==> src/rtl/knap_pkg.sv <==
// knap_pkg: shared constants and enums for the knapsack subset search.
// Holds default sizes, the sum-width rule, FSM states and cfg_field codes.
package knap_pkg;

    localparam int N_ITEMS_DEF = 6;
    localparam int W_DEF       = 8;

    // Sums of up to N items never overflow this width.
    function automatic int sum_w(input int n, input int w);
        return w + $clog2(n) + 1;
    endfunction

    localparam int SUM_W_DEF = sum_w(N_ITEMS_DEF, W_DEF);

    typedef enum logic [1:0] {
        ST_IDLE = 2'd0,
        ST_SCAN = 2'd1,
        ST_DONE = 2'd2
    } state_t;

    typedef enum logic [1:0] {
        FLD_VALUE  = 2'd0,
        FLD_WEIGHT = 2'd1,
        FLD_VOLUME = 2'd2,
        FLD_NONE   = 2'd3
    } field_t;

endpackage

==> src/rtl/knap_search_ctrl_eval.sv <==
// knap_eval: combinational constraint check for one subset mask.
// In: mask, flat item tables, thresholds. Out: is_valid, total_value.
module knap_eval
    import knap_pkg::*;
#(
    parameter int N_ITEMS = N_ITEMS_DEF,
    parameter int W       = W_DEF
) (
    input  logic [N_ITEMS-1:0]            mask,
    input  logic [N_ITEMS*W-1:0]          val_tbl,
    input  logic [N_ITEMS*W-1:0]          wgt_tbl,
    input  logic [N_ITEMS*W-1:0]          vol_tbl,
    input  logic [W-1:0]                  min_value,
    input  logic [W-1:0]                  max_weight,
    input  logic [W-1:0]                  max_volume,
    output logic                          is_valid,
    output logic [W+$clog2(N_ITEMS):0]    total_value
);

    localparam int SW = sum_w(N_ITEMS, W);

    logic [SW-1:0] sum_v;
    logic [SW-1:0] sum_w_q;
    logic [SW-1:0] sum_l;

    always_comb begin
        sum_v   = '0;
        sum_w_q = '0;
        sum_l   = '0;
        for (int i = 0; i < N_ITEMS; i++) begin
            if (mask[i]) begin
                sum_v   = sum_v   + SW'(val_tbl[i*W +: W]);
                sum_w_q = sum_w_q + SW'(wgt_tbl[i*W +: W]);
                sum_l   = sum_l   + SW'(vol_tbl[i*W +: W]);
            end
        end
    end

    assign is_valid = (sum_v >= SW'(min_value))
                   && (sum_w_q <= SW'(max_weight))
                   && (sum_l <= SW'(max_volume));

    assign total_value = sum_v;

endmodule

==> src/rtl/knap_search_ctrl.sv <==
// knap_search_ctrl: exhaustive subset search, one mask per clock.
// Ports: clk, rst_n, cfg_* table write, thresholds, start/abort in;
//        busy, done, found, best_mask, best_value, valid_count out.
// Build option: define KNAP_COUNT_EN to get the valid_count counter.
module knap_search_ctrl
    import knap_pkg::*;
#(
    parameter int N_ITEMS = N_ITEMS_DEF,
    parameter int W       = W_DEF
) (
    input  logic                         clk,
    input  logic                         rst_n,
    input  logic                         cfg_we,
    input  logic [$clog2(N_ITEMS)-1:0]   cfg_item,
    input  logic [1:0]                   cfg_field,
    input  logic [W-1:0]                 cfg_data,
    input  logic [W-1:0]                 min_value,
    input  logic [W-1:0]                 max_weight,
    input  logic [W-1:0]                 max_volume,
    input  logic                         start,
    input  logic                         abort,
    output logic                         busy,
    output logic                         done,
    output logic                         found,
    output logic [N_ITEMS-1:0]           best_mask,
    output logic [W+$clog2(N_ITEMS):0]   best_value,
    output logic [N_ITEMS:0]             valid_count
);

    localparam int IW = $clog2(N_ITEMS);
    localparam int SW = sum_w(N_ITEMS, W);
    localparam logic [N_ITEMS-1:0] MASK_ONE = 1;

    state_t state_q, state_d;

    logic [N_ITEMS-1:0]   mask_q;
    logic [N_ITEMS*W-1:0] val_q, wgt_q, vol_q;
    logic [W-1:0]         min_q, wmax_q, vmax_q;
    logic                 found_q;
    logic [N_ITEMS-1:0]   best_mask_q;
    logic [SW-1:0]        best_val_q;

    logic          is_valid;
    logic [SW-1:0] total;
    logic          accept, scanning, last;

    assign scanning = (state_q == ST_SCAN);
    assign accept   = (state_q == ST_IDLE) && start && !abort;
    assign last     = &mask_q;

    knap_eval #(.N_ITEMS(N_ITEMS), .W(W)) u_eval (
        .mask        (mask_q),
        .val_tbl     (val_q),
        .wgt_tbl     (wgt_q),
        .vol_tbl     (vol_q),
        .min_value   (min_q),
        .max_weight  (wmax_q),
        .max_volume  (vmax_q),
        .is_valid    (is_valid),
        .total_value (total)
    );

    always_ff @(posedge clk or negedge rst_n) begin
        if (!rst_n) state_q <= ST_IDLE;
        else        state_q <= state_d;
    end

    always_comb begin
        state_d = state_q;
        unique case (state_q)
            ST_IDLE: if (start && !abort) state_d = ST_SCAN;
            ST_SCAN: begin
                if (abort)     state_d = ST_IDLE;
                else if (last) state_d = ST_DONE;
            end
            ST_DONE: state_d = ST_IDLE;
            default: state_d = ST_IDLE;
        endcase
    end

    always_comb begin
        busy = 1'b0;
        done = 1'b0;
        unique case (1'b1)
            (state_q == ST_SCAN): busy = 1'b1;
            (state_q == ST_DONE): done = 1'b1;
            default: ;
        endcase
    end

    // Table is frozen while scanning so a search sees one consistent set.
    always_ff @(posedge clk or negedge rst_n) begin
        if (!rst_n) begin
            val_q <= '0;
            wgt_q <= '0;
            vol_q <= '0;
        end else if (cfg_we && !scanning) begin
            for (int i = 0; i < N_ITEMS; i++) begin
                if (cfg_item == IW'(i)) begin
                    case (cfg_field)
                        FLD_VALUE:  val_q[i*W +: W] <= cfg_data;
                        FLD_WEIGHT: wgt_q[i*W +: W] <= cfg_data;
                        FLD_VOLUME: vol_q[i*W +: W] <= cfg_data;
                        default: ;
                    endcase
                end
            end
        end
    end

    always_ff @(posedge clk or negedge rst_n) begin
        if (!rst_n) begin
            mask_q      <= '0;
            min_q       <= '0;
            wmax_q      <= '0;
            vmax_q      <= '0;
            found_q     <= 1'b0;
            best_mask_q <= '0;
            best_val_q  <= '0;
        end else if (accept) begin
            mask_q      <= '0;
            min_q       <= min_value;
            wmax_q      <= max_weight;
            vmax_q      <= max_volume;
            found_q     <= 1'b0;
            best_mask_q <= '0;
            best_val_q  <= '0;
        end else if (scanning) begin
            if (abort) begin
                found_q <= 1'b0;
            end else begin
                mask_q <= mask_q + MASK_ONE;
                // Strict compare keeps the lowest mask on value ties.
                if (is_valid && (!found_q || total > best_val_q)) begin
                    found_q     <= 1'b1;
                    best_mask_q <= mask_q;
                    best_val_q  <= total;
                end
            end
        end
    end

`ifdef KNAP_COUNT_EN
    localparam logic [N_ITEMS:0] CNT_ONE = 1;

    logic [N_ITEMS:0] cnt_q;

    always_ff @(posedge clk or negedge rst_n) begin
        if (!rst_n)
            cnt_q <= '0;
        else if (accept)
            cnt_q <= '0;
        else if (scanning && !abort && is_valid)
            cnt_q <= cnt_q + CNT_ONE;
    end

    assign valid_count = cnt_q;
`else
    assign valid_count = '0;
`endif

    assign found      = found_q;
    assign best_mask  = best_mask_q;
    assign best_value = best_val_q;

endmodule
==> config.mk <==
export PLATFORM = sky130hd
export DESIGN_NAME = knap_search_ctrl
export DESIGN_NICKNAME = d
export VERILOG_FILES = /design/src/rtl/knap_pkg.sv /design/src/rtl/knap_search_ctrl_eval.sv /design/src/rtl/knap_search_ctrl.sv
export SDC_FILE = /design/constraint.sdc
export NUM_CORES = 1
export LEC_CHECK = 0
export CAP_MARGIN = 10
export CORE_AREA = 2 2 171 173
export CTS_CLUSTER_DIAMETER = 200
export DETAILED_ROUTE_END_ITERATION = 8
export DIE_AREA = 0 0 173 175
export PLACE_DENSITY = 0.73
export SYNTH_ARGS = -nofsm -noshare
export SYNTH_HDL_FRONTEND = slang
export SYNTH_SLANG_ARGS = --single-unit
==> constraint.sdc <==
create_clock -name clk -period 10.3 [get_ports clk]
set_clock_uncertainty 0.15 [all_clocks]
set_input_delay 2.06 -clock clk [delete_from_list [all_inputs] [get_ports clk]]
set_output_delay 2.06 -clock clk [all_outputs]
set_load 0.005 [all_outputs]
==> flow_metrics.env, run 1 <==
export IMPL_irDropWorstVdd_mv=0.144
export IMPL_die_area_um2=30300
export IMPL_path_class="reg2reg"
export IMPL_cp_startpoint="mask_q[0]"
export IMPL_final_setup_viol_count=0
export IMPL_slowest_stage_cell_crit_path="sky130_fd_sc_hd__a2111oi_1"
export IMPL_final_antenna_net_count=0
export IMPL_synth_seq_area_share_pct=31.5
export IMPL_grt_remaining_overflow=0
export IMPL_ys_top_cells_by_area="sky130_fd_sc_hd__dfrtp_1, sky130_fd_sc_hd__mux2_2, sky130_fd_sc_hd__ha_1"
export IMPL_finalCritPeriodShare_pct=92.2
export IMPL_clk_path_buf_depth=2
export IMPL_grt_max_degree=79
export IMPL_number_of_enable_flip_flop_cells_after_synthesis=0
export IMPL_drt_drc_violations_left=0
export IMPL_clk_insertion_delay_late_ns=0.46
export IMPL_synthToLayoutAreaGrowth_pct=10.0
export IMPL_wire_length_of_the_first_global_routing_pass_um=61000
export IMPL_htree_num_levels=4
export IMPL_run_status="finished clean"
export IMPL_post_synth_num_cell_types=79
export IMPL_drive_above_1_share_pct=14.9
export IMPL_finalHoldViolCount=0
export IMPL_die_h_um=175
export IMPL_p_leak_nw=8.14
export IMPL_path_max_fanout=17
export IMPL_top_routing_layer_in_use="met4"
export IMPL_totalNegativeSetupSlack_ns=0
export IMPL_num_antenna_cells=0
export IMPL_first_global_vias=12300
export IMPL_critical_path_endpoint_type="flip-flop"
export IMPL_post_synthesis_instance_area_um2=15500
export IMPL_finish_net_count=1904
export IMPL_route_detailed_wl_per_inst_um=17.7
export IMPL_worst_setup_slack_after_placement_ns=0.559
export IMPL_holdWs_ns=0.348
export IMPL_post_detailed_route_via_to_cell_ratio=5.84
export IMPL_cp_arrival_ns=9.71
export IMPL_total_wirelength_um=37000
export IMPL_initialDrtViolationCount=800
export IMPL_synth_top_cell_area_share_pct=31.5
export IMPL_wirelength_met1_um=16500
export IMPL_dr_pass1_iters=5
export IMPL_coreArea_um2=28400
export IMPL_routabilityCongestion=0.939
export IMPL_ys_async_sr_fraction_pct=100
export IMPL_worstRegToRegCells=39
export IMPL_flip_flop_cell_with_the_highest_count_after_synthesis="sky130_fd_sc_hd__dfrtp_1"
export IMPL_timing_max_transition_violations_final=0
export IMPL_worst_tran_pin_value_ns=1.19
export IMPL_cpPeakStageDelay_ns=0.82
export IMPL_setup_reg_to_reg_worst_slack_ns=0.80
export IMPL_ios=70
export IMPL_globalRouteTotalUtil_pct=25.1
export IMPL_grt_antenna_before_repair=1
export IMPL_fmax_mhz=105
export IMPL_cp_endpoint="best_mask[3]"
export IMPL_syn_instance_count=1647
export IMPL_drv_cap=0
export IMPL_met3_wirelength_um=1380
export IMPL_crit_top_cell="sky130_fd_sc_hd__ha_1"
export IMPL_regToRegEndpoint="best_mask[3]"
export IMPL_clock_net_sink_count=195
export IMPL_cp_required_ns=10.51
export IMPL_die_width_um=173
export IMPL_post_route_worst_setup_slack_ns=0.800
export IMPL_floorplan_initialDensity_pct=54.5
export IMPL_cts_repair_timing_setup_buffer_count=0
export IMPL_clkTransAtPathRegs_ns=0.09
export IMPL_vias=12200
export IMPL_fill_cells=2411
export IMPL_min_clock_period_post_route_ns=9.50
export IMPL_met2WireLength_um=18000
export IMPL_post_synth_top_area_cell="sky130_fd_sc_hd__dfrtp_1"
export IMPL_hp_class="reg2reg"
export IMPL_yosys_register_bits=195
export IMPL_power_density_nw_per_um2=189
export IMPL_numCtsBuffers=17
export IMPL_io_buffer_count=62
export IMPL_cell_at_the_root_of_the_clock_tree="sky130_fd_sc_hd__clkbuf_16"
export IMPL_cts_hold_fix_buffers=0
export IMPL_post_dp_hpwl_um=27000
export IMPL_setup_repair_after_global_routing_missed_its_margin="false"
export IMPL_fp_row_count=62
export IMPL_syn_avg_cell_area_um2=9.40
export IMPL_cts_tree="yes"
export IMPL_r2r_start="mask_q[0]"
export IMPL_timing_critical_path_from_type="flip-flop"
export IMPL_slew_headroom_pct=20.5
export IMPL_synth_warnings=0
==> what timing repair did <==
item	in CTS	in global routing
setup endpoints to repair	0	17
gates resized for setup	0	2
hold endpoints to repair	0	0
==> where the power goes <==
group | total (W) | switching (W) | internal [W] | leakage [nW]
registers | 0.000982 | 0.0000896 | 0.000892 | 2.55
logic | 0.00155 | 0.000846 | 0.000706 | 5.31
clock network | 0.000682 | 0.000349 | 0.000333 | 0.288
==> placed cells by master, fill, tap and decap left out, drive strengths merged, types with 7 or more instances in the layout <==
cell type	n
a211oi	19
a21o	40
a21oi	103
and2	19
buf	13
clkbuf	19
clkdlybuf4s50	61
conb	7
dfrtp	195
fa	15
ha	159
inv	116
mux2	184
mux2i	29
nand2	163
nand2b	12
nand3	16
nand4	9
nor2	105
nor2b	26
nor3	18
o211ai	9
o21a	41
o21ai	113
o21bai	10
o2bb2ai	7
o31a	9
o31ai	11
xnor2	54
xor2	31
==> worst min-delay path by stage <==
stage | from | end | slack (ns) | cells after the start
2_1_floorplan | min_q[0] | min_q[0] | 0.30 | 2
3_3_place_gp | min_q[0] | min_q[0] | 0.33 | 2
3_5_place_dp | min_q[0] | min_q[0] | 0.33 | 2
4_1_cts | min_q[0] | min_q[0] | 0.35 | 2
5_1_grt | vol_q[0] | vol_q[0] | 0.37 | 1
6_report | min_q[0] | min_q[0] | 0.35 | 2
==> state kept, by name (all words and copies together) (netlist names) <==
name        cells
wgt_q          48
vmax_q          8
mask_q          6
best_value     12
min_q           8
vol_q          48
found           1
wmax_q          8
val_q          48
best_mask       6
state_q         2
==> synthesized netlist by cell type, drive strengths merged, types with 3 or more instances <==
| library cell | count |
|---|---|
| maj3 | 4 |
| xnor2 | 54 |
| o31a | 9 |
| mux2 | 184 |
| ha | 159 |
| inv | 107 |
| xor2 | 31 |
| buf | 17 |
| or2 | 4 |
| a22oi | 3 |
| o21bai | 10 |
| dfrtp | 195 |
| nor4 | 5 |
| nor3b | 3 |
| a21oi | 103 |
| or4b | 4 |
| nand4 | 9 |
| nand2b | 12 |
| o211ai | 9 |
| mux2i | 29 |
| fa | 15 |
| o21a | 41 |
| and2 | 19 |
| nor3 | 18 |
| o22ai | 3 |
| nand4b | 3 |
| nand3b | 3 |
| a31oi | 5 |
| o2111ai | 3 |
| o2bb2ai | 7 |
| a21o | 40 |
| o21ai | 113 |
| nor2 | 105 |
| nand2 | 163 |
| a211o | 3 |
| nor2b | 26 |
| a211oi | 19 |
| a21boi | 5 |
| or3 | 4 |
| o31ai | 11 |
| nand3 | 16 |
| clkbuf | 42 |
| and3 | 5 |
==> metal layers <==
layer	up-vias	GRT usage, %
met5	-	0
met3	77	3.18
met1	5907	31.6
li1	5940	-
met2	244	44.2
met4	0	9.07
==> critical path, delay by kind of cell (launching register included) <==
family	cells	cell delay (ns)
mux	3	0.82
xor+xnor	2	0.29
fa+ha+maj	7	2.24
flops	1	0.49
compound gates	20	3.87
simple gates	7	1.50
==> cell families (layout without fill, tap and decap cells) <==
logic type | count (synthesis) | after routing | synth area share, %
other | 1 | 7 | 0.0242
flip-flops | 195 | 195 | 31.5
XOR/XNOR | 86 | 86 | 5.00
buffers and inverters | 166 | 214 | 4.36
AND/OR/NAND/NOR | 406 | 406 | 12.1
multiplexers | 213 | 213 | 15.3
adder cells (fa/ha/maj) | 178 | 178 | 15.1
AO/OA/AOI/OAI | 402 | 402 | 16.6
==> per-stage QoR <==
step	power [W]	util, %	instances	instance area [µm²]
after floorplan	0.00217	-	1653	15500
after global placement	0.00246	57.9	2053	16400
after detailed placement	0.00253	57.9	2053	16400
after CTS	0.00322	60.0	2085	17000
after global routing	0.00348	60.0	2085	17000
final	0.00322	60.0	2085	17000
==> area by class of cell <==
class | instances | area [µm²] | area share (%)
clock inverters | 14 | 154 | 0.904
clock buffers | 18 | 439 | 2.58
repair buffers | 75 | 722 | 4.24
well taps | 384 | 480 | 2.82
inverters | 107 | 402 | 2.36
multi-input cells | 1292 | 9960 | 58.5
flip-flops and latches | 195 | 4880 | 28.6
Power figures use the tool's default switching activity.
==> run 2, diff against run 1 <==
--- a/config.mk
+++ b/config.mk
@@ -6,11 +6,12 @@
 export NUM_CORES = 1
 export LEC_CHECK = 0
 export CAP_MARGIN = 10
-export CORE_AREA = 2 2 171 173
+export CORE_AREA = 2 2 161 163
 export CTS_CLUSTER_DIAMETER = 200
 export DETAILED_ROUTE_END_ITERATION = 8
-export DIE_AREA = 0 0 173 175
-export PLACE_DENSITY = 0.73
+export DIE_AREA = 0 0 163 165
+export PLACE_DENSITY = 0.81
 export SYNTH_ARGS = -nofsm -noshare
 export SYNTH_HDL_FRONTEND = slang
+export SYNTH_HIERARCHICAL = 1
 export SYNTH_SLANG_ARGS = --single-unit
==> flow_metrics.env, run 2 <==
export IMPL_run_status="finished clean"
export IMPL_timing_critical_path_from_type="flip-flop"
export IMPL_synthTopCellsByCount="sky130_fd_sc_hd__mux2_2, sky130_fd_sc_hd__dfrtp_1, sky130_fd_sc_hd__ha_1"
export IMPL_hp_class="reg2reg"
export IMPL_globalRouteTotalUtil_pct=27.8
export IMPL_path_class="reg2reg"
export IMPL_post_synth_num_cell_types=87
export IMPL_floorplan_initialDensity_pct=61.7
export IMPL_num_antenna_cells=0
export IMPL_ios=70
export IMPL_power_density_nw_per_um2=193
export IMPL_setup_repair_after_global_routing_missed_its_margin="false"
export IMPL_grt_antenna_before_repair=0
export IMPL_cp_required_ns=10.49
export IMPL_final_common_cell="sky130_fd_sc_hd__mux2_2"
export IMPL_final_antenna_net_count=0
export IMPL_critical_path_endpoint_type="flip-flop"
export IMPL_first_global_vias=11600
export IMPL_ys_async_sr_fraction_pct=100
export IMPL_wire_length_of_the_first_global_routing_pass_um=58800
export IMPL_irDropWorstVdd_mv=0.0938
export IMPL_path_max_fanout=14
export IMPL_ys_top_cells_by_area="sky130_fd_sc_hd__dfrtp_1, sky130_fd_sc_hd__mux2_2, sky130_fd_sc_hd__ha_1"
export IMPL_slew_headroom_pct=15.6
export IMPL_grt_remaining_overflow=0
export IMPL_cts_repair_timing_setup_buffer_count=0
export IMPL_cell_at_the_root_of_the_clock_tree="sky130_fd_sc_hd__clkbuf_16"
export IMPL_cp_arrival_ns=9.66
export IMPL_worst_tran_pin_value_ns=1.26
export IMPL_place_area_um2=16300
export IMPL_crit_cells=46
export IMPL_final_setup_viol_count=0
export IMPL_htree_num_levels=4
export IMPL_clk_insertion_delay_late_ns=0.44
export IMPL_fp_row_count=58
export IMPL_crit_buf_inv=1
export IMPL_finalHoldViolCount=0
export IMPL_numCtsBuffers=17
export IMPL_route_detailed_wl_per_inst_um=18.5
export IMPL_finish_net_count=1844
export IMPL_grt_max_degree=123
export IMPL_number_of_enable_flip_flop_cells_after_synthesis=0
export IMPL_synth_warnings=6
export IMPL_worstRegToRegCells=46
export IMPL_die_width_um=163
export IMPL_min_clock_period_post_route_ns=9.48
export IMPL_yosys_register_bits=195
export IMPL_clock_net_sink_count=195
export IMPL_io_buffer_count=62
export IMPL_flip_flop_cell_with_the_highest_count_after_synthesis="sky130_fd_sc_hd__dfrtp_1"
export IMPL_drt_drc_violations_left=0
export IMPL_post_detailed_route_via_to_cell_ratio=6.17
export IMPL_fill_cells=1927
export IMPL_dr_pass1_iters=5
export IMPL_min_delay_path_depth=1
export IMPL_post_synth_top_area_cell="sky130_fd_sc_hd__dfrtp_1"
export IMPL_fmax_mhz=106
export IMPL_layout_common_cells="sky130_fd_sc_hd__mux2_2, sky130_fd_sc_hd__dfrtp_1, sky130_fd_sc_hd__ha_1"
export IMPL_syn_avg_cell_area_um2=9.76
export IMPL_finish_instance_area_um2=16900
export IMPL_coreArea_um2=25000
export IMPL_totalNegativeSetupSlack_ns=0
export IMPL_post_dp_hpwl_um=25600
export IMPL_clkTransAtPathRegs_ns=0.08
export IMPL_synth_seq_area_share_pct=31.6
export IMPL_crit_top_cell="sky130_fd_sc_hd__ha_1"
export IMPL_synth_top_cell_area_share_pct=31.6
export IMPL_worst_path_dominant_cell_family="compound AO/OA/AOI/OAI gates"
export IMPL_cts_resized=0
export IMPL_drv_cap=0
export IMPL_place_inst=1938
export IMPL_initialDrtViolationCount=731
export IMPL_finalCritPeriodShare_pct=92.0
export IMPL_synthToLayoutAreaGrowth_pct=9.44
export IMPL_clk_path_buf_depth=2
export IMPL_post_synthesis_instance_area_um2=15400
export IMPL_cts_tree="yes"
export IMPL_routabilityCongestion=0.890
export IMPL_vias=12200
export IMPL_syn_instance_count=1583
export IMPL_die_h_um=165
export IMPL_reg_largest_list="val_q (48), vol_q (48), wgt_q (48)"
export IMPL_final_util_pct=67.5
export IMPL_timing_max_transition_violations_final=0
export IMPL_p_leak_nw=8.12
export IMPL_cts_hold_fix_buffers=0
export IMPL_slowest_stage_cell_crit_path="sky130_fd_sc_hd__dfrtp_1"
export IMPL_total_wirelength_um=36500
export IMPL_die_area_um2=26900
export IMPL_drive_above_1_share_pct=17.4
export IMPL_cpPeakStageDelay_ns=0.48
export IMPL_count_leader_synth="sky130_fd_sc_hd__mux2_2"
export IMPL_final_instance_count_excl_fill=1971
## run 2: changes by cell type in the layout (fill, tap and decap cells not counted), moves of 9 or more
cell	before	now
sky130_fd_sc_hd__nor2_1	104	119
sky130_fd_sc_hd__o21ai_0	113	88
sky130_fd_sc_hd__nand2_1	163	90
sky130_fd_sc_hd__a21oi_1	100	73
sky130_fd_sc_hd__a22o_1	0	9
sky130_fd_sc_hd__mux2_2	184	209
## run 2: worst register-to-register path: cells and delay by family (launching register included)
kind / cells / cell delay, ns
buf+inv: 1 / 0.10
flops: 1 / 0.48
compound gates: 19 / 2.97
xor+xnor: 4 / 0.76
simple gates: 13 / 2.08
fa+ha+maj: 7 / 2.18
mux: 2 / 0.68
## run 2: cells by family (layout without fill, tap and decap cells)
logic type | after synthesis | count (layout) | share of synthesized area, %
AO/OA/AOI/OAI | 374 | 374 | 16.1
XOR/XNOR | 77 | 77 | 4.46
adder cells (fa/ha/maj) | 177 | 177 | 15.0
buffers and inverters | 166 | 218 | 4.37
flip-flops | 195 | 195 | 31.6
multiplexers | 235 | 235 | 17.0
other | 1 | 7 | 0.0243
AND/OR/NAND/NOR | 358 | 358 | 11.4
## run 2: cell type report
class / instances / area [µm²] / share of cell area, %
sequential: 195 / 4880 / 28.9
timing repair buffer: 71 / 689 / 4.08
tap: 330 / 413 / 2.44
multi-input combinational: 1228 / 9920 / 58.7
inverter: 115 / 432 / 2.55
clock inverter: 14 / 139 / 0.821
clock buffer: 18 / 439 / 2.60
## run 2: final timing paths
| check | slack [ns] | from | to |
|---|---|---|---|
| min in group asynchronous | 1.56 | rst_n | wgt_q[2] |
| max in group asynchronous | 6.92 | rst_n | best_value[4] |
| worst min-delay path | 0.34 | val_q[0] | val_q[0] |
| worst max register to register | 0.82 | mask_q[0] | best_value[8] |
| worst min register to register | 0.34 | val_q[0] | val_q[0] |
| worst max-delay path | 0.82 | mask_q[0] | best_value[8] |
## run 2: metal layers
metal	global-route usage, %	part of all wire, %
met5	0	0
met2	46.1	47
met4	7.92	1.8
met3	4.24	5.2
met1	37.9	46
## run 2: metrics by stage
step / total power (W) / hold slack, ns / setup slack [ns]
final: 0.00326 / 0.338 / 0.822
after global routing: 0.00350 / 0.347 / 0.0366
after CTS: 0.00324 / 0.340 / 0.960
after detailed placement: 0.00255 / 0.323 / 1.02
after global placement: 0.00248 / 0.320 / 1.23
after floorplan: 0.00219 / 0.306 / 1.89
## run 2: report_power, final
part           total (W)  switching, W  internal (W)
clock network   0.000674      0.000326      0.000348
registers       0.000987     0.0000901      0.000897
logic            0.00160      0.000878      0.000722
==> run 3, diff against run 2 <==
--- a/config.mk
+++ b/config.mk
@@ -11,6 +11,7 @@
 export DETAILED_ROUTE_END_ITERATION = 8
 export DIE_AREA = 0 0 163 165
 export PLACE_DENSITY = 0.81
+export SKIP_CTS_REPAIR_TIMING = 1
 export SYNTH_ARGS = -nofsm -noshare
 export SYNTH_HDL_FRONTEND = slang
 export SYNTH_HIERARCHICAL = 1
==> results of run 3 <==
Same layout as run 2: the final DEF is identical, and so are final timing and power.
